<file path="src/rtl/uart_tx_axis.sv">
// rtl/uart_tx_axis.sv - AXI-Stream byte to UART serial transmitter (optional even parity via UART_TX_PARITY_EN)
module uart_tx_axis #(
    parameter int DATA_WIDTH   = 8,
    parameter int CLKS_PER_BIT = 868,
    parameter int STOP_BITS    = 1
) (
    input  logic                  s_aclk,
    input  logic                  s_aresetn,
    input  logic [DATA_WIDTH-1:0] s_axis_tdata,
    input  logic                  s_axis_tvalid,
    output logic                  s_axis_tready,
    input  logic                  s_axis_tlast,
    output logic                  tx,
    output logic                  tx_busy,
    output logic                  tx_done,
    output logic                  tx_done_last
);

    localparam int CNT_W = $clog2(CLKS_PER_BIT);
    localparam int BIT_W = $clog2(DATA_WIDTH);
    localparam logic [CNT_W-1:0] CNT_LAST  = CNT_W'(CLKS_PER_BIT - 1);
    localparam logic [BIT_W-1:0] BIT_LAST  = BIT_W'(DATA_WIDTH - 1);
    localparam logic [BIT_W-1:0] STOP_LAST = BIT_W'(STOP_BITS - 1);

    typedef enum logic [2:0] {
        IDLE   = 3'd0,
        START  = 3'd1,
        DATA   = 3'd2,
        PARITY = 3'd3,
        STOP   = 3'd4
    } state_t;

    state_t                state;
    logic [CNT_W-1:0]      baud_cnt;
    logic [BIT_W-1:0]      bit_idx;
    logic [DATA_WIDTH-1:0] shreg;
    logic                  last_q;
`ifdef UART_TX_PARITY_EN
    logic                  parity_q;
`endif

    always_ff @(posedge s_aclk or negedge s_aresetn) begin
        if (!s_aresetn) begin
            state         <= IDLE;
            baud_cnt      <= '0;
            bit_idx       <= '0;
            shreg         <= '0;
            last_q        <= 1'b0;
`ifdef UART_TX_PARITY_EN
            parity_q      <= 1'b0;
`endif
            tx            <= 1'b1;
            s_axis_tready <= 1'b0;
            tx_busy       <= 1'b0;
            tx_done       <= 1'b0;
            tx_done_last  <= 1'b0;
        end else begin
            tx_done      <= 1'b0;
            tx_done_last <= 1'b0;
            case (state)
                IDLE: begin
                    baud_cnt <= '0;
                    bit_idx  <= '0;
                    if (s_axis_tvalid && s_axis_tready) begin
                        shreg         <= s_axis_tdata;
                        last_q        <= s_axis_tlast;
`ifdef UART_TX_PARITY_EN
                        parity_q      <= ^s_axis_tdata;
`endif
                        state         <= START;
                        s_axis_tready <= 1'b0;
                        tx_busy       <= 1'b1;
                        tx            <= 1'b0;
                    end else begin
                        s_axis_tready <= 1'b1;
                        tx_busy       <= 1'b0;
                        tx            <= 1'b1;
                    end
                end
                START: begin
                    if (baud_cnt == CNT_LAST) begin
                        baud_cnt <= '0;
                        bit_idx  <= '0;
                        tx       <= shreg[0];
                        shreg    <= {1'b0, shreg[DATA_WIDTH-1:1]};
                        state    <= DATA;
                    end else begin
                        baud_cnt <= baud_cnt + 1'b1;
                    end
                end
                DATA: begin
                    if (baud_cnt == CNT_LAST) begin
                        baud_cnt <= '0;
                        if (bit_idx == BIT_LAST) begin
`ifdef UART_TX_PARITY_EN
                            tx    <= parity_q;
                            state <= PARITY;
`else
                            tx      <= 1'b1;
                            bit_idx <= '0;
                            state   <= STOP;
`endif
                        end else begin
                            bit_idx <= bit_idx + 1'b1;
                            tx      <= shreg[0];
                            shreg   <= {1'b0, shreg[DATA_WIDTH-1:1]};
                        end
                    end else begin
                        baud_cnt <= baud_cnt + 1'b1;
                    end
                end
`ifdef UART_TX_PARITY_EN
                PARITY: begin
                    if (baud_cnt == CNT_LAST) begin
                        baud_cnt <= '0;
                        bit_idx  <= '0;
                        tx       <= 1'b1;
                        state    <= STOP;
                    end else begin
                        baud_cnt <= baud_cnt + 1'b1;
                    end
                end
`endif
                STOP: begin
                    // bit_idx is reused here to count stop bits
                    if (baud_cnt == CNT_LAST) begin
                        baud_cnt <= '0;
                        if (bit_idx == STOP_LAST) begin
                            bit_idx       <= '0;
                            state         <= IDLE;
                            s_axis_tready <= 1'b1;
                            tx_busy       <= 1'b0;
                            tx            <= 1'b1;
                            tx_done       <= 1'b1;
                            tx_done_last  <= last_q;
                        end else begin
                            bit_idx <= bit_idx + 1'b1;
                        end
                    end else begin
                        baud_cnt <= baud_cnt + 1'b1;
                    end
                end
                default: begin
                    state         <= IDLE;
                    baud_cnt      <= '0;
                    bit_idx       <= '0;
                    tx            <= 1'b1;
                    s_axis_tready <= 1'b0;
                    tx_busy       <= 1'b0;
                end
            endcase
        end
    end

endmodule
</file>
<file path="config.mk">
export PLATFORM = sky130hd
export DESIGN_NAME = uart_tx_axis
export DESIGN_NICKNAME = d
export VERILOG_FILES = /design/src/rtl/uart_tx_axis.sv
export SDC_FILE = /design/constraint.sdc
export NUM_CORES = 1
export LEC_CHECK = 0
export CORE_MARGIN = 3
export CORE_UTILIZATION = 50
export DETAILED_ROUTE_END_ITERATION = 12
export GPL_TIMING_DRIVEN = 0
export PLACE_DENSITY = 0.71
export SLEW_MARGIN = 20
export SYNTH_ARGS = -nofsm -noshare
export SYNTH_HDL_FRONTEND = slang
export SYNTH_SLANG_ARGS = --single-unit
export TNS_END_PERCENT = 20
</file>
<file path="constraint.sdc">
create_clock -name s_aclk -period 2.95 [get_ports s_aclk]
set_input_delay 0.59 -clock s_aclk [delete_from_list [all_inputs] [get_ports s_aclk]]
set_output_delay 0.59 -clock s_aclk [all_outputs]
set_load 0.02 [all_outputs]
</file>
; ---- Word level (Yosys, flattened, before mapping)
; Cells that the tools add are included.
[word_totals]
in_bits = 12
wordCells = 75
regBits = 30
out_inout_bits = 5
[classes]
reduce_logical = 12
addsub = 2
eq_ne = 12
n_mux = 38
bitwise_logic = 1
[op_table]
columns = operator, n
row1 = two-way mux 3 bit, 11
row2 = two-way mux 8 bit, 4
row3 = case mux 8 bit (3 select lines), 1
row4 = two-way mux 10 bit, 2
row5 = two-way mux 1 bit, 15
row6 = "!= test 2 bit, second input constant", 7
row7 = case mux 3 bit (4 select lines), 1
row8 = "adder 10 x 1 -> 10 bit, second input constant", 1
row9 = "equality test 10 bit, second input constant", 1
row10 = case mux 3 bit (3 select lines), 1
row11 = "equality test 3 bit, second input constant", 2
row12 = logical NOT 3 bit, 2
row13 = case mux 1 bit (3 select lines), 2
row14 = AND reduction 3 bit, 2
row15 = AND reduction 6 bit, 1
row16 = AND reduction 5 bit, 1
row17 = case mux 1 bit (4 select lines), 1
row18 = AND reduction 4 bit, 1
row19 = "adder 3 x 1 -> 3 bit, second input constant", 1
row20 = "equality test 3 x 1 -> 1 bit, second input constant", 1
row21 = "equality test 3 x 2 -> 1 bit, second input constant", 1
row22 = nonzero test 3 bit, 1
row23 = OR reduction 3 bit, 1
row24 = AND reduction 2 bit, 1
row25 = other kinds (3), 3

; ---- Logic depth before layout (Yosys ltp)
; Gate-level depths: netlist (run 1).
[logic_depth]
ltp_word = 4
depth_mapped = 6
depth_no_buf = 6

; ---- Worst setup path after synthesis (run 1)
; OpenSTA, ideal clock, no wires.
[synth_path]
kind = reg2reg
from = register bit_idx[0]
to = register shreg[0]
t_required_ns = 2.825
setup_time_ns = 0.125
synth_period_minus_slack_ns = 2.141
path_buffers = 0
slack_ns = 0.809
path_stages_with_launch = 7
arrival_ns = 2.017
cell_sequence = dfrtp_1 -> ha_1 -> ha_1 -> or3b_1 -> o21a_1 -> a211oi_4 -> mux2_2
[synth_between]
elab_chain_len = 3
[synth_rtl]
columns = element, line_no
row1 = start: declaration, 35  ; logic [BIT_W-1:0] bit_idx;
row2 = start signal: assignment, 104  ; bit_idx <= bit_idx + 1'b1;
row3 = start signal: assignment, 137  ; bit_idx <= bit_idx + 1'b1;
row4 = equality test 3 bit, 94  ; if (bit_idx == BIT_LAST) begin
row5 = != test 2 bit (no line), -
row6 = AND reduction 5 bit (no line), -
row7 = end signal: assignment, 65  ; shreg <= s_axis_tdata;
row8 = end signal: assignment, 85  ; shreg <= {1'b0, shreg[DATA_WIDTH-1:1]};
row9 = end signal: assignment, 106  ; shreg <= {1'b0, shreg[DATA_WIDTH-1:1]};
row10 = end: declaration, 36  ; logic [DATA_WIDTH-1:0] shreg;
; No other way between the ends.
; A chain may end at the register's enable or synchronous reset.

; ---- Final worst setup path (run 1)
[layout_path]
from = register bit_idx[0]
to = register shreg[1]
; The elaborated chain is that of the path after synthesis.

==> metrics, run 1 <==
GRT overflow=0; Worst Setup Path Type=flip-flop to flip-flop; Mapped Area=1570 um^2; Slew Limit Fails=0; CP required=3.17 ns; Area growth, synth to finish=17.0%; root buffer cell=clkbuf_4; Distinct cells, synth=40; run status=complete, no violations; Via density=5.35; Avg WL per Cell=14.5 um; vias in the first global route=1,115; first-pass GRT wire length=5280 um; synth warn=0; clock sink count=30; share of Yosys cell area claimed by the top area cell type=46.1%; later-pin clock latency in the skew report=0.34 ns; r2r worst-path depth=6; Clock Skews=0.0136 ns; ratio of cells with drive above 1 in the final layout=19.2%; antenna-violating nets left=0; Synth Area in Simple Gates=16.3%; met2 Use GR=28.6%; Rows=19; Max-Slew Margin vs Limit=56.2%; Nets=187; # resized after CTS=0; Main synth FF type=dfrtp_1; top cells by area, synth=dfrtp_1, mux2_2, xnor2_1; CP Launch Type=flip-flop; core box area=2880 um^2; compound-cell area share of the yosys netlist=11.5%; largest family of logic cells by synthesized area=simple AND/OR/NAND/NOR gates; CTS tree=yes; routing usage on met3=6.20%; area occupied by multi-input gates=756 um^2; Sum Neg Setup Slack=0 ns; full die area=3850 um^2; setup violators final=0; Die H=62.1 um; XOR/XNOR Fraction of Synth Area=5.57%; die width=62.1 um; Critical Path Fanout Max=8; setup bufs post-CTS=0; mux contribution to synthesized area=11.5%; GR Layer Usage met1=26.7%; Hold Crit Class=primary input to asynchronous set/reset pin; Placed Area=1780 um^2; commonest cells in the netlist=dfrtp_1, mux2_2, nor2_1; IO Port Bufs=16; Final period util=81.7%; Max-Cap Viols=0; adder-cell share of the synthesized area=3.18%; via count=1,144; Post-Synthesis Cells=148; drt drc=0; GRT Util Overall=19.4%; starting density of the core=54.7%; n_diodes=0; Worst VDD drop=0.536 mV; initial antenna violation count=0; post-synthesis sequential area ratio=47.8%; H-tree levels=2; RSZ-0062 raised after global routing=no; crit path capture type=flip-flop; sequential cell area=752 um^2; ys async rst share=100%; Fmax achieved=0.415 GHz; CTS clk-pin slew, worst paths=0.10 ns; cts bufs inserted=5; Post-synth EDFFs=0; hold buffers post-CTS=0; #FFs+latches synth=30; Mean Syn Cell Area=10.6 um^2; DRT iter0 DRCs=62; final hold violations=0; pwr/cell area=756 nW/um^2; post-layout power=0.00139 W; Yosys top cell by area=dfrtp_1; clk buf depth=2; leakage power=0.805 nW; largest net degree at the start of global routing=31; Fillers=260; busiest layer in global routing=met2; Final Instance Area=1840 um^2; IO Count=17; slew of the pin with the lowest slew margin=0.657 ns; net count after synthesis=164; DRT Pass-1 Iters=4; min cycle time layout=2.41 ns; hpwl dp=2190 um; top-count cell post-synth=dfrtp_1; Detailed Route WL=3100 um; gp weighted congestion=0.856; CP arrival=2.63 ns
## state kept, by name (all words and copies together) (netlist names)
name           count
tx_done_last       1
tx_done            1
s_axis_tready      1
tx                 1
tx_busy            1
state              3
bit_idx            3
shreg              8
last_q             1
baud_cnt          10
## critical path: stages, from the launching register on
cell and delay (ns):
dfrtp_1 0.42, ha_1 0.22, ha_1 0.22, or3b_1 0.41, o21a_1 0.18, a211oi_4 0.44, mux2_2 0.39
## through the flow
step	util, %	setup slack [ns]	cells	hold WS, ns
finish	64.0	0.540	214	0.267
global route	64.0	0.429	214	0.285
CTS	64.0	0.532	214	0.280
detailed placement	61.9	0.568	206	0.488
global placement	62.1	0.622	206	0.461
floorplan	-	0.809	148	0.294
## layer usage
metal | part of all wire [%] | vias to the layer above | routed length [um]
li1 | - | 569 | -
met2 | 47 | 18 | 1460
met4 | 1.8 | 0 | 55
met3 | 3.9 | 6 | 122
met5 | 0 | - | 0
met1 | 47 | 551 | 1460
## final cells by class
| cell class | count | share of cell area (%) |
|---|---|---|
| flip-flops and latches | 30 | 40.9 |
| inverters | 6 | 1.22 |
| repair buffers | 16 | 8.43 |
| well taps | 42 | 2.86 |
| multi-input cells | 105 | 41.1 |
| clock buffers | 7 | 2.99 |
| plain buffers | 7 | 2.31 |
| clock inverters | 1 | 0.272 |
## final timing paths
path | startpoint | end | slack, ns
worst min-delay path | s_aresetn | bit_idx[0]$_DFFE_PN0P_ | 0.27
worst max register to register | bit_idx[0]$_DFFE_PN0P_ | shreg[1]$_DFFE_PN0P_ | 0.54
max in group asynchronous | s_aresetn | baud_cnt[8]$_DFF_PN0_ | 2.24
worst max-delay path | bit_idx[0]$_DFFE_PN0P_ | shreg[1]$_DFFE_PN0P_ | 0.54
min in group s_aclk | baud_cnt[0]$_DFF_PN0_ | baud_cnt[0]$_DFF_PN0_ | 0.50
worst min register to register | baud_cnt[0]$_DFF_PN0_ | baud_cnt[0]$_DFF_PN0_ | 0.50
## report_power, final
part	switching [W]	internal, W	total, W	leakage (nW)
logic	0.000197	0.000247	0.000444	0.397
registers	0.000123	0.000568	0.000691	0.373
clock network	0.000140	0.000115	0.000256	0.0353
total	0.000461	0.000930	0.00139	0.805
## layout by cell type (no fill, tap or decap), types with 5 or more instances in the layout
master | Yosys | layout
dfrtp_1 | 29 | 29
mux2_2 | 16 | 16
nor2_1 | 15 | 15
clkdlybuf4s50_1 | 0 | 15
nand2_1 | 9 | 9
xnor2_1 | 7 | 7
inv_1 | 6 | 6
nand3_1 | 6 | 6
a21oi_1 | 5 | 5
clkbuf_4 | 0 | 5
## kinds of logic (layout without fill, tap and decap cells)
| group | Yosys count | in the layout |
|---|---|---|
| DFF | 30 | 30 |
| and+or+nand+nor | 51 | 51 |
| AOI/OAI and AO/OA | 24 | 24 |
| muxes | 16 | 16 |
| xor gates and xnor gates | 10 | 10 |
| buffers and inverters | 13 | 37 |
| adders and majority gates | 4 | 4 |
No activity file was read; power rests on OpenSTA's default activity.
==> inputs of run 2 (changes only) <==
==> constraint.sdc (replaced) <==
create_clock -name s_aclk -period 2.24 [get_ports s_aclk]
set_input_delay 0.448 -clock s_aclk [delete_from_list [all_inputs] [get_ports s_aclk]]
set_output_delay 0.448 -clock s_aclk [all_outputs]
set_load 0.02 [all_outputs]
==> metrics, run 2 (synthesis results as in run 1) <==
run status=complete, no violations; n_diodes=0 (unchanged); placed cells=206 (unchanged); via count=1,174 (+2.6%); CTS tree=yes; Worst Setup Path Type=flip-flop to flip-flop; CP required=2.46 ns (-0.71 ns); Die H=62.1 um (unchanged); Fin Hold WS=0.126 ns (-0.140 ns); Top Registers=baud_cnt x10, shreg x8; leakage power=0.828 nW (+2.8%); Worst VDD drop=0.707 mV (+32%); IO Port Bufs=16 (unchanged); vias in the first global route=1,127 (+1.1%); busiest layer in global routing=met2; CP Launch Type=flip-flop; Final period util=96.8% (+15 points); antenna-violating nets left=0 (unchanged); die width=62.1 um (unchanged); Fmax achieved=0.461 GHz (+11%); full die area=3850 um^2 (unchanged); H-tree levels=2 (unchanged); initial antenna violation count=0 (unchanged); Cell Count, Final, Fillers Out=219 (+2.3%); starting density of the core=54.7% (unchanged); CP arrival=2.39 ns (-0.24 ns); GR Layer Usage met1=26.7% (unchanged); ratio of cells with drive above 1 in the final layout=24.9% (+5.7 points); slew of the pin with the lowest slew margin=0.663 ns (+0.00557 ns); root buffer cell=clkbuf_4; Rows=19 (unchanged); crit-path cells=ha_2 -> ha_2 -> or3b_4 -> o21a_4 -> a211oi_4 -> buf_6 -> mux2_2; core box area=2880 um^2 (unchanged); Max-Slew Margin vs Limit=55.8% (-0.37 points); Detailed Route WL=3170 um (+2.3%); slowest stage cell, crit path=dfrtp_1; clock sink count=30 (unchanged); Biggest register=baud_cnt; DRT iter0 DRCs=48 (-23%); Nets=192 (+2.7%); Via density=5.36 (+0.28%); GRT overflow=0 (unchanged); CTS clk-pin slew, worst paths=0.10 ns (about the same); Clock Skews=0.0144 ns (+0.000815 ns); first-pass GRT wire length=5310 um (+0.53%); cts bufs inserted=5 (unchanged); hpwl dp=2190 um (unchanged); Final Instance Area=1900 um^2 (+3.5%); routing usage on met3=6.20% (unchanged); crit path capture type=flip-flop; most frequent cells in the layout=dfrtp_1, mux2_2, nor2_1, clkdlybuf4s50_1, nand2_1; clk buf depth=2 (unchanged); Avg WL per Cell=14.5 um (about the same); Critical Path Fanout Max=5 (-3); Slew Limit Fails=0 (unchanged); Most common cell on crit path=ha_2; met2 Use GR=29.0% (+0.44 points); min cycle time layout=2.17 ns (-0.241 ns); Max-Cap Viols=0 (unchanged); commonest non-fill, non-tap cell in the layout=dfrtp_1; Hold Crit Class=primary input to asynchronous set/reset pin; final hold violations=0 (unchanged); drt drc=0 (unchanged); setup violators final=0 (unchanged); pwr/cell area=991 nW/um^2 (+31%); later-pin clock latency in the skew report=0.34 ns (about the same); Placed Area=1780 um^2 (unchanged); hold buffers post-CTS=0 (unchanged); gp weighted congestion=0.856 (unchanged); DRT Pass-1 Iters=4 (unchanged); largest net degree at the start of global routing=31 (unchanged); Area growth, synth to finish=21.1%; Critical Path Max Stage Delay=0.39 ns (-0.05 ns); IO Count=17 (unchanged); number of flip-flops in the largest register=10 (unchanged); GRT Util Overall=19.6% (+0.13 points); RSZ-0062 raised after global routing=yes
==> run 2: changes by cell type in the layout (fill, tap and decap cells not counted), moves of 2 or more <==
| cell | previous run | this run |
|---|---|---|
| buf_4 | 2 | 5 |
| buf_6 | 1 | 3 |
| ha_1 | 4 | 1 |
| ha_2 | 0 | 3 |
==> run 2: area by class of cell <==
cell class	instances	area (um^2)
sequential	30	752
multi-input combinational	105	773
tap	42	52.6
fill	249	972
buffer	7	43.8
inverter	6	22.5
timing repair buffer	21	200
clock buffer	7	55.1
clock inverter	1	5.00
==> run 2: per-stage QoR <==
step	TNS (ns)	power, W	setup WS, ns	util (%)
finish	0	0.00189	0.0707	66.2
global route	0	0.00204	0.000571	66.2
CTS	0	0.00187	0.0219	64.8
detailed placement	-0.929	0.00151	-0.142	61.9
global placement	-0.601	0.00147	-0.0875	62.1
floorplan	0	0.00132	0.0986	-
==> run 2: timing repair <==
| action | CTS | global route |
|---|---|---|
| pin swaps | 1 | 1 |
| buffers inserted | 3 | 2 |
| setup endpoints to repair | 7 | 8 |
| gates resized for setup | 1 | 9 |
==> run 2: power by group <==
part	switching, W	internal (W)	leakage [nW]
Sequential	0.000158	0.000748	0.373
Combinational	0.000279	0.000365	0.420
Clock	0.000186	0.000152	0.0353
Total	0.000622	0.00126	0.828
==> run 2: final timing paths <==
check,end,startpoint,slack [ns],depth (start not counted)
worst max register to register,shreg[4]$_DFFE_PN0P_,bit_idx[0]$_DFFE_PN0P_,0.07,7
worst min register to register,baud_cnt[0]$_DFF_PN0_,baud_cnt[0]$_DFF_PN0_,0.50,1
min in group s_aclk,baud_cnt[0]$_DFF_PN0_,baud_cnt[0]$_DFF_PN0_,0.50,1
worst min-delay path,bit_idx[0]$_DFFE_PN0P_,s_aresetn,0.13,1
max in group asynchronous,shreg[7]$_DFFE_PN0P_,s_aresetn,1.67,1
worst max-delay path,shreg[4]$_DFFE_PN0P_,bit_idx[0]$_DFFE_PN0P_,0.07,7
==> run 2: critical path: cells and delay by family (launching register included) <==
| family | cells | cell delay, ns |
|---|---|---|
| AO/OA/AOI/OAI | 2 | 0.41 |
| multiplexers | 1 | 0.33 |
| adder cells (fa/ha/maj) | 2 | 0.38 |
| AND/OR/NAND/NOR | 1 | 0.39 |
| buffers and inverters | 1 | 0.16 |
| flip-flops | 1 | 0.39 |
==> run 2: routing by layer <==
| metal | up-vias | part of all wire [%] | wire length, um |
|---|---|---|---|
| met1 | 566 | 47 | 1490 |
| met3 | 6 | 4.4 | 139 |
| met2 | 22 | 47 | 1490 |
| li1 | 580 | - | - |
| met5 | - | 0 | 0 |
| met4 | 0 | 1.8 | 57 |
